==> src/rtl/wall_probe_scheduler.sv <==
// wall_probe_scheduler
//   Once per start request, scans 8 wall probes around each of two sprites
//   (16 cycles) through a single shared playfield lookup. It then publishes
//   the per-sprite wall-contact flags together, with a one-cycle done pulse.
// Ports:
//   clk, reset (async, active low)
//   start                      : request a scan (dropped while busy)
//   spr0_x/y, spr1_x/y [8:0]   : sprite top-left positions, latched on accept
//   probe_hpos/vpos [8:0] (out): lookup address, 0 outside SCAN
//   probe_hit                  : wall bit for the current address (same cycle)
//   busy, done                 : scan in progress / flags-updated pulse
//   spr0_flag, spr1_flag [7:0] : contact flags, bit k = probe k
module wall_probe_scheduler #(
  parameter int SPR0_W = 10,
  parameter int SPR0_H = 9,
  parameter int SPR1_W = 14,
  parameter int SPR1_H = 8
) (
  input  logic       clk,
  input  logic       reset,
  input  logic       start,
  input  logic [8:0] spr0_x,
  input  logic [8:0] spr0_y,
  input  logic [8:0] spr1_x,
  input  logic [8:0] spr1_y,
  output logic [8:0] probe_hpos,
  output logic [8:0] probe_vpos,
  input  logic       probe_hit,
  output logic       busy,
  output logic       done,
  output logic [7:0] spr0_flag,
  output logic [7:0] spr1_flag
);

  typedef enum logic [1:0] {IDLE, SCAN, DONE} state_t;

  state_t     r_state, w_next;
  logic [3:0] r_cnt;
  logic [8:0] r_x0, r_y0, r_x1, r_y1;
  logic [7:0] r_sh0, r_sh1;
  logic [7:0] r_f0, r_f1;
  logic       r_busy, r_done;

  // Next-state logic
  always_comb begin
    w_next = r_state;
    case (r_state)
      IDLE:    if (start) w_next = SCAN;
      SCAN:    if (r_cnt == 4'd15) w_next = DONE;
      DONE:    w_next = IDLE;
      default: w_next = IDLE;
    endcase
  end

  always_ff @(posedge clk or negedge reset) begin
    if (!reset) r_state <= IDLE;
    else        r_state <= w_next;
  end

  // Datapath: position latch, probe counter, shadows, flags
  always_ff @(posedge clk or negedge reset) begin
    if (!reset) begin
      r_cnt  <= '0;
      r_x0   <= '0;
      r_y0   <= '0;
      r_x1   <= '0;
      r_y1   <= '0;
      r_sh0  <= '0;
      r_sh1  <= '0;
      r_f0   <= '0;
      r_f1   <= '0;
      r_busy <= 1'b0;
      r_done <= 1'b0;
    end else begin
      // busy/done are registered copies of the next state
      r_busy <= (w_next != IDLE);
      r_done <= (w_next == DONE);
      if (r_state == IDLE && start) begin
        r_x0  <= spr0_x;
        r_y0  <= spr0_y;
        r_x1  <= spr1_x;
        r_y1  <= spr1_y;
        r_cnt <= '0;
      end
      if (r_state == SCAN) begin
        r_cnt <= r_cnt + 4'd1;
        if (!r_cnt[3]) r_sh0[r_cnt[2:0]] <= probe_hit;
        else           r_sh1[r_cnt[2:0]] <= probe_hit;
        // Last probe: its hit bit goes straight into the published flags
        // because the shadow write lands on the same edge.
        if (r_cnt == 4'd15) begin
          r_f0 <= r_sh0;
          r_f1 <= {probe_hit, r_sh1[6:0]};
        end
      end
    end
  end

  // Probe address generation, all arithmetic wraps at 9 bits
  logic [8:0] w_x, w_y, w_w, w_h, w_hpos, w_vpos;

  always_comb begin
    w_x    = r_cnt[3] ? r_x1 : r_x0;
    w_y    = r_cnt[3] ? r_y1 : r_y0;
    w_w    = r_cnt[3] ? 9'(SPR1_W) : 9'(SPR0_W);
    w_h    = r_cnt[3] ? 9'(SPR1_H) : 9'(SPR0_H);
    w_hpos = '0;
    w_vpos = '0;
    case (r_cnt[2:0])
      3'd0: begin w_hpos = w_x - 9'd1;       w_vpos = w_y;          end
      3'd1: begin w_hpos = w_x - 9'd1;       w_vpos = w_y + 9'd8;   end
      3'd2: begin w_hpos = w_x + w_w;        w_vpos = w_y;          end
      3'd3: begin w_hpos = w_x + w_w;        w_vpos = w_y + 9'd8;   end
      3'd4: begin w_hpos = w_x;              w_vpos = w_y - 9'd1;   end
      3'd5: begin w_hpos = w_x + w_w - 9'd1; w_vpos = w_y - 9'd1;   end
      3'd6: begin w_hpos = w_x;              w_vpos = w_y + w_h;    end
      3'd7: begin w_hpos = w_x + w_w - 9'd1; w_vpos = w_y + w_h;    end
      default: ;
    endcase
  end

  assign probe_hpos = (r_state == SCAN) ? w_hpos : 9'd0;
  assign probe_vpos = (r_state == SCAN) ? w_vpos : 9'd0;
  assign busy       = r_busy;
  assign done       = r_done;
  assign spr0_flag  = r_f0;
  assign spr1_flag  = r_f1;

endmodule

==> config.mk <==
export PLATFORM = sky130hd
export DESIGN_NAME = wall_probe_scheduler
export DESIGN_NICKNAME = d
export VERILOG_FILES = /design/src/rtl/wall_probe_scheduler.sv
export SDC_FILE = /design/constraint.sdc
export NUM_CORES = 1
export LEC_CHECK = 0
export CAP_MARGIN = 20
export CELL_PAD_IN_SITES_DETAIL_PLACEMENT = 1
export CELL_PAD_IN_SITES_GLOBAL_PLACEMENT = 1
export CORE_MARGIN = 2
export CORE_UTILIZATION = 42
export DETAILED_ROUTE_END_ITERATION = 10
export PLACE_DENSITY_LB_ADDON = 0.1
export SYNTH_ARGS = -nofsm -noshare
export SYNTH_HDL_FRONTEND = slang
export SYNTH_SLANG_ARGS = --single-unit
==> constraint.sdc <==
create_clock -name clk -period 5.3 [get_ports clk]
set_input_delay 1.325 -clock clk [delete_from_list [all_inputs] [get_ports clk]]
set_output_delay 1.325 -clock clk [all_outputs]
set_load 0.05 [all_outputs]
## Word level (Yosys, flattened, before mapping)

Index checks and enable logic that the tools add are counted.

- Register bits after elaboration: 76
- Input bits: 40
- Output and inout bits: 36
- Logic and storage cells: 66

- Add/sub/neg operators: 7
- $lt $le $gt $ge: 2
- Eq/ne operators: 10
- Muxes and demuxes: 17
- Bitwise gates (word level): 1
- Reduce and logical (&&, ||, !) cells: 17

Operators by type and width:

| kind | number |
|---|---|
| one-hot mux 9 bit (4 select lines) | 2 |
| 2-to-1 mux 9 bit | 4 |
| subtractor 9 x 1 -> 9 bit (second input constant) | 3 |
| adder 9 x 4 -> 9 bit | 2 |
| bitwise mux 8 bit | 2 |
| OR reduction 2 bit | 8 |
| == test 3 bit (second input constant) | 4 |
| adder 9 x 4 -> 9 bit (second input constant) | 1 |
| 2-to-1 mux 4 bit | 2 |
| == test 3 x 2 -> 1 bit (second input constant) | 2 |
| AND reduction 2 bit | 3 |
| adder 4 x 1 -> 4 bit (second input constant) | 1 |
| == test 4 bit (second input constant) | 1 |
| less-than comparator 3 x 4 -> 1 bit (second input constant) | 1 |
| 2-to-1 mux 2 bit | 2 |
| one-hot mux 2 bit (2 select lines) | 1 |
| nonzero test 2 bit | 2 |
| demux 1 bit (select 3 bit) | 1 |
| == test 3 x 1 -> 1 bit (second input constant) | 1 |
| >= comparator 3 x 1 -> 1 bit (second input constant) | 1 |
| zero test 3 bit | 1 |
| 2-to-1 mux 3 bit | 1 |
| == test 2 x 1 -> 1 bit (second input constant) | 1 |
| == test 2 bit (second input constant) | 1 |
| other kinds (4) | 6 |

## Longest topological paths before layout

Gate-level depths: netlist of run 1.

- Depth in word-level cells: 5
- Mapped depth: 15
- Gate-level depth less buffers: 11

## Least setup slack after synthesis of run 1

No wires, ideal clock.

- Kind: reg-to-output
- Start: register r_cnt[3]
- End: output probe_vpos[5]
- Arrival time: 3.752 ns
- Required time: 3.975 ns
- Slack: 0.223 ns
- Stages on the path, launching flop included: 13
- Path buffers: 4
- Path through: dfrtp_1 buf_6 buf_4 buf_2 buf_1 mux2_2 ha_1 a21oi_1 o211ai_1 a21oi_1 xnor2_1 a2bb2oi_1 a311oi_1

- Longest elaborated chain between the ends: 4
- Elaborated cells between the ends (all ways): 7
- Those cells by class: add/sub (3); mux (4)

RTL lines:

| item | line | source |
|---|---|---|
| from (decl) | 38 | `logic [3:0] r_cnt;` |
| from (signal assigned) | 86 | `r_cnt <= r_cnt + 4'd1;` |
| 2-to-1 mux 9 bit / 2-to-1 mux 1 bit (equally long branches) | 104, 106 |  |
| adder 9 x 4 -> 9 bit, or another cell as far along | 116, 117 |  |
| one-hot mux 9 bit (4 select lines) (*) | 109 | `case (r_cnt[2:0])` |
| 2-to-1 mux 9 bit (*) | 123 | `assign probe_vpos = (r_state == SCAN) ? w_vpos : 9'd0;` |
| to (decl) | 27 | `output logic [8:0] probe_vpos,` |

Mark *: on every way between the ends. The rest lies on a longest branch, timed or not.

## Worst setup path after layout of run 1

- Start: register r_cnt[3]
- End: output probe_hpos[8]

- Longest elaborated chain between the ends: 5
- Elaborated cells between the ends (all ways): 7
- Those cells by class: add/sub (3); mux (4)

RTL lines:

| item | line | source |
|---|---|---|
| 2-to-1 mux 9 bit / 2-to-1 mux 3 bit (equally long branches) | 103, 105 |  |
| adder 9 x 4 -> 9 bit | - |  |
| subtractor 9 x 1 -> 9 bit | 115, 117 |  |
| one-hot mux 9 bit (4 select lines) (*) | 109 |  |
| 2-to-1 mux 9 bit (*) | 122 | `assign probe_hpos = (r_state == SCAN) ? w_hpos : 9'd0;` |
| to (decl) | 26 | `output logic [8:0] probe_hpos,` |

Marked as above.

==> metrics, run 1 <==
clk root buf clkbuf_8; maximum clock insertion buffer count 2; Synth Flop Type dfrtp_1; Syn Nets ~480; Warnings, synthesis 0; PnR worst setup slack approximately 0.27 ns; met1 Use GR between 20% and 30%; Row Count 37; drt total wl 11700 um; cell count of the worst hold path 1; CP Capture Type primary output; port bufs 75; maximum clock rate ~200 MHz; setup violators final 0; GR Util All Layers a little over a fifth; most common cell after layout, fill and taps aside mux2_2; WS Path Type reg -> out; total of max-cap violations 0; first drt pass iteration count 4; Starting Density between 40 and 50%; Net count, final between 500 and 600; peak fanout along the critical path 15; Fillers 1135; Hold Crit Start r_x1[7]; DIE AREA about 0.011 mm^2; most frequent cells in the layout mux2_2 (78), dfrtp_1 (75), clkdlybuf4s50_1 (62), nor2_1 (25), nand2_1 (24); largest net degree at the start of global routing 76; GR Layer Usage met2 around 37%; Slew Viols, Final 0; global route overflow 0; total CTS buffers 9; DRC 0; setup repair after global routing missed its margin false; M3 GR Usage about 2.9%; CP startpoint r_cnt[3]; dpl hpwl about 8700 um; Post-synth ARST share between 90% and 100%; Mapped Area between 0.004 and 0.005 mm^2; routability congestion estimate 0.799; busiest layer in global routing met2; Seq/Total Area, Yosys 41.9%; hold path endpoint r_x1[7]; HP Class reg -> reg; Clk Latency, worst-skew pair approximately 0.35 ns; Final Critical Period about 5 ns; DR vias between 3000 and 4000; ANT cells 0; Worst Skew 0.00921 ns; CTS tree done; Worst-path clk slew 0.08 ns; Die Span Y 107 um; post-synth cell types 57; Slew @ Worst Pin between 0.9 and 1 ns; outcome completed; die width about 110 um; CTS Sinks 75; Fin. Hold Viols 0; reg2reg setup slack ~3 ns; #FFs+latches synth 75; first-pass GRT wire length about 20000 um; reg2reg end spr1_flag[4]; post-DR wirelength/cell roughly 19 um; vias in the first global route around 3900; Max-slew headroom a little over a third; Place WS roughly 0.42 ns; Core ar. 0.0103 mm^2; First DRT Iteration DRCs ~140; area grow syn2layout 26.1%; crit path DAT ~3.7 ns; nature of the critical path startpoint flop; WP data required between 3 and 4 ns; setup TNS 0 ns; drt via density between 5 and 6; Reg2Reg Depth 3; Mapped Avg Cell Area ~11 um^2; post-CTS setup buffer count 0; fin crit share between 90% and 100%; IO Count 76; cells after synthesis 420; post-route ant nets 0; number of enable flip-flop cells after synthesis 0; worst r2r src r_state[1]; ratio of cells with drive above 1 in the final layout 24.8%; initial antenna violation count 0; H-tree depth 3
==> worst max-delay path: stages (launching register included) <==
cell and delay [ns]:
dfrtp_1 0.44, buf_4 0.26, mux2_4 0.37, inv_1 0.15, fa_1 0.41, nand4_1 0.23
o21a_1 0.24, a211oi_1 0.40, nand3_1 0.14, xnor2_1 0.15, a21oi_1 0.36, buf_12 0.19
==> Yosys cell counts (all sizes together) (3+ instances only) <==
master  count  share of area (%)
mux2       79                 20
dfrtp      75                 42
nor2       27                2.3
nand2      24                2.0
o21ai      20                2.2
a21oi      16                2.0
ha         16                4.5
inv        16                1.3
xnor2      15                2.9
clkbuf     13                1.1
nand3      13                1.5
mux2i      12                2.8
nor3        9                1.0
buf         8                1.0
xor2        7                1.4
nand2b      6               0.84
a31oi       5               0.70
nand4       5               0.70
o221ai      5               0.98
a22oi       4               0.67
nor2b       4               0.56
a211oi      3               0.50
a21o        3               0.50
and3        3               0.42
o211ai      3               0.50
o21bai      3               0.50
==> stage by stage <==
step                      hold WS [ns]  instances  utilization, %  cell area (um^2)
after floorplan                  0.474        420               -              4470
after global placement           0.488        618            52.7              5450
after detailed placement         0.487        618            52.7              5450
after CTS                        0.512        632            54.6              5630
after global routing             0.523        632            54.6              5640
final                            0.507        632            54.6              5640
==> repair_timing <==
action,4_1_cts,5_1_grt
hold buffers,0,0
resized for setup,0,2
endpoints found under the setup margin,0,4
==> final cells by class <==
cell class              instances  area (um^2)  share of cell area, %
clock inverters                 4         51.3                  0.909
flip-flops and latches         75         1880                   33.3
multi-input cells             307         2450                   43.4
well taps                     136          170                   3.02
inverters                      17         63.8                   1.13
clock buffers                  10          138                   2.44
repair buffers                 83          891                   15.8
==> per-layer routing <==
layer	wire (um)	share of wire [%]
met1	5310	45
met2	5880	50
met3	319	2.7
met4	204	1.7
met5	0	0
==> logic make-up (layout without fill, tap and decap cells) <==
kind of cell | Yosys count | count (layout) | share of synthesized area (%)
AND/OR/NAND/NOR | 99 | 99 | 10.5
XOR/XNOR | 22 | 22 | 4.31
buffers and inverters | 38 | 114 | 3.55
flip-flops | 75 | 75 | 41.9
multiplexers | 91 | 91 | 22.7
adder cells (fa/ha/maj) | 18 | 18 | 5.37
AO/OA/AOI/OAI | 77 | 77 | 11.5
==> state kept, by name, summed over array words and instances, names as in the netlist <==
signal and flops:
r_x0 9, done 1, spr1_flag 8, r_cnt 4
r_sh1 7, spr0_flag 8, r_y1 9, r_x1 9
r_state 2, r_sh0 8, r_y0 9, busy 1
==> how the worst max path moves through the flow <==
stage | cells past startpoint | endpoint | slack, ns
after floorplan | 12 | probe_vpos[5] | 0.22
final | 11 | probe_hpos[8] | 0.27
after global placement | 9 | probe_hpos[1] | 0.57
after CTS | 9 | probe_hpos[1] | 0.02
after global routing | 11 | probe_hpos[8] | 0.04
after detailed placement | 9 | probe_hpos[1] | 0.42
Power of run 1 is left out: the tool's default activity adds up to more than one toggle a clock period on the data nets, which glitch-free logic cannot reach.
==> run 2, diff against run 1 <==
--- a/config.mk
+++ b/config.mk
@@ -11,6 +11,7 @@
 export CORE_MARGIN = 2
 export CORE_UTILIZATION = 42
 export DETAILED_ROUTE_END_ITERATION = 10
+export MAX_ROUTING_LAYER = met4
 export PLACE_DENSITY_LB_ADDON = 0.1
 export SYNTH_ARGS = -nofsm -noshare
 export SYNTH_HDL_FRONTEND = slang
==> run 2 against run 1 <==
Net effect:
- via count about the same
- largest cell class unchanged
- worst hold slack is essentially flat
- clock-buffer cell count unchanged
- critical endpoint unchanged
==> metrics, run 2 (synthesized netlist as in run 1, its figures left out) <==
outcome completed; Worst Skew 0.00932 ns (+0.000105 ns); routability congestion estimate 0.810 (+1.4%); Fillers 1135 (unchanged); Final Critical Period 5.03 ns (+0.000340 ns); post-route ant nets 0 (unchanged); peak fanout along the critical path 15 (unchanged); Starting Density 43.3% (unchanged); dpl hpwl 8710 um (unchanged); drt via density 5.55 (about the same); Place WS 0.419 ns (unchanged); crit-path cells buf_4 -> mux2_4 -> inv_1 -> fa_1 -> nand4_1 -> o21a_1 -> a211oi_1 -> nand3_1 -> xnor2_1 -> a21oi_1 -> buf_12; Core ar. 0.0103 mm^2 (unchanged); Die Span Y 107 um (unchanged); total CTS buffers 9 (unchanged); hold path endpoint r_x1[7]; setup violators final 0 (unchanged); post-DR wirelength/cell 18.6 um (+0.11%); CP Capture Type primary output; most common cell after layout, fill and taps aside mux2_2; Fin. Hold Viols 0 (unchanged); H-tree depth 3 (unchanged); DIE AREA 0.0115 mm^2 (unchanged); register area 0.00188 mm^2 (unchanged); Clk Latency, worst-skew pair 0.35 ns (about the same); Slew Viols, Final 0 (unchanged); CTS tree done; GR Util All Layers 22.5% (+0.59 points); maximum clock rate 199 MHz (about the same); Max-slew headroom 35.5% (+0.11 points); worst r2r src r_state[1]; fin crit share 94.9% (about the same); DR vias 3510 (-0.028%); reg2reg setup slack 3.00 ns (about the same); maximum clock insertion buffer count 2 (unchanged); PnR worst setup slack 0.272 ns (-0.000340 ns); Multi-input gate area 0.00245 mm^2 (unchanged); most frequent cells in the layout mux2_2 (78), dfrtp_1 (75), clkdlybuf4s50_1 (62), nor2_1 (25), nand2_1 (24); Slew @ Worst Pin 0.967 ns (-0.00168 ns); Top Layer Used met4; WP data required 3.97 ns (about the same); CTS Sinks 75 (unchanged); clk root buf clkbuf_8; WL met2 5910 um (+0.48%); vias in the first global route 3916 (+0.38%); ANT cells 0 (unchanged); total of max-cap violations 0 (unchanged); Largest stage delay, worst path 0.44 ns (about the same); Row Count 37 (unchanged); nature of the critical path startpoint flop; met3 wire length 310 um (-2.8%); largest net degree at the start of global routing 76 (unchanged); First DRT Iteration DRCs 124 (-8.8%); drt total wl 11700 um (+0.11%); setup repair after global routing missed its margin false; initial antenna violation count 0 (unchanged); HP Class reg -> reg; Hold Crit Start r_x1[7]; die width 107 um (unchanged); Worst-path clk slew 0.08 ns (about the same); port bufs 75 (unchanged); first-pass GRT wire length 19700 um (-0.18%); first drt pass iteration count 4 (unchanged); hold buffer count at CTS 0 (unchanged); reg2reg end spr1_flag[4]; cell count of the worst hold path 1 (unchanged); ratio of cells with drive above 1 in the final layout 24.8% (unchanged); setup TNS 0 ns (unchanged); crit path DAT 3.70 ns (about the same); global route overflow 0 (unchanged); Reg2Reg Depth 3 (unchanged); DRC 0 (unchanged); area grow syn2layout 26.1% (unchanged); WS Path Type reg -> out; WL met1 5330 um (+0.43%); Net count, final 551 (unchanged); Critical Path Slowest Stage Cell dfrtp_1; IO Count 76 (unchanged)
run 2: per-layer routing:
| metal | GRT usage, % | vias up |
|---|---|---|
| li1 | - | 1650 |
| met1 | 28.4 | 1771 |
| met2 | 37.3 | 70 |
| met3 | 2.67 | 19 |
| met4 | 8.26 | 0 |
| met5 | - | - |
run 2: metrics by stage:
stage	cell area (um^2)	hold WS [ns]	std cells	utilization, %
floorplan	4470	0.474	420	-
CTS	5630	0.512	632	54.6
detailed placement	5450	0.487	618	52.7
global route	5640	0.523	632	54.6
global placement	5450	0.488	618	52.7
finish	5640	0.507	632	54.6
run 2: final cells by class:
cell class	count	area share [%]
repair buffers	83	15.8
inverters	17	1.13
multi-input cells	307	43.4
well taps	136	3.02
clock buffers	10	2.44
flip-flops and latches	75	33.3
clock inverters	4	0.909
run 2: worst max-delay path by stage:
stage	from	to	slack, ns	depth (start not counted)
floorplan	r_cnt[3]	probe_vpos[5]	0.22	12
CTS	r_cnt[1]	probe_hpos[1]	0.02	9
global placement	r_cnt[1]	probe_hpos[1]	0.57	9
detailed placement	r_cnt[1]	probe_hpos[1]	0.42	9
global route	r_cnt[3]	probe_hpos[8]	0.04	11
finish	r_cnt[3]	probe_hpos[8]	0.27	11
run 2: critical path: cells and delay by family, from the launching register on:
family          cells  cell delay, ns
buf+inv             3            0.59
flops               1            0.44
simple gates        2            0.37
compound gates      3            1.00
mux                 1            0.37
xor+xnor            1            0.15
fa+ha+maj           1            0.41
run 2: repair_timing:
action                                  4_1_cts  5_1_grt
setup buffers                                 0        0
gates resized for setup                       0        2
endpoints found under the setup margin        0        4
Power of run 2 is left out for the same reason.
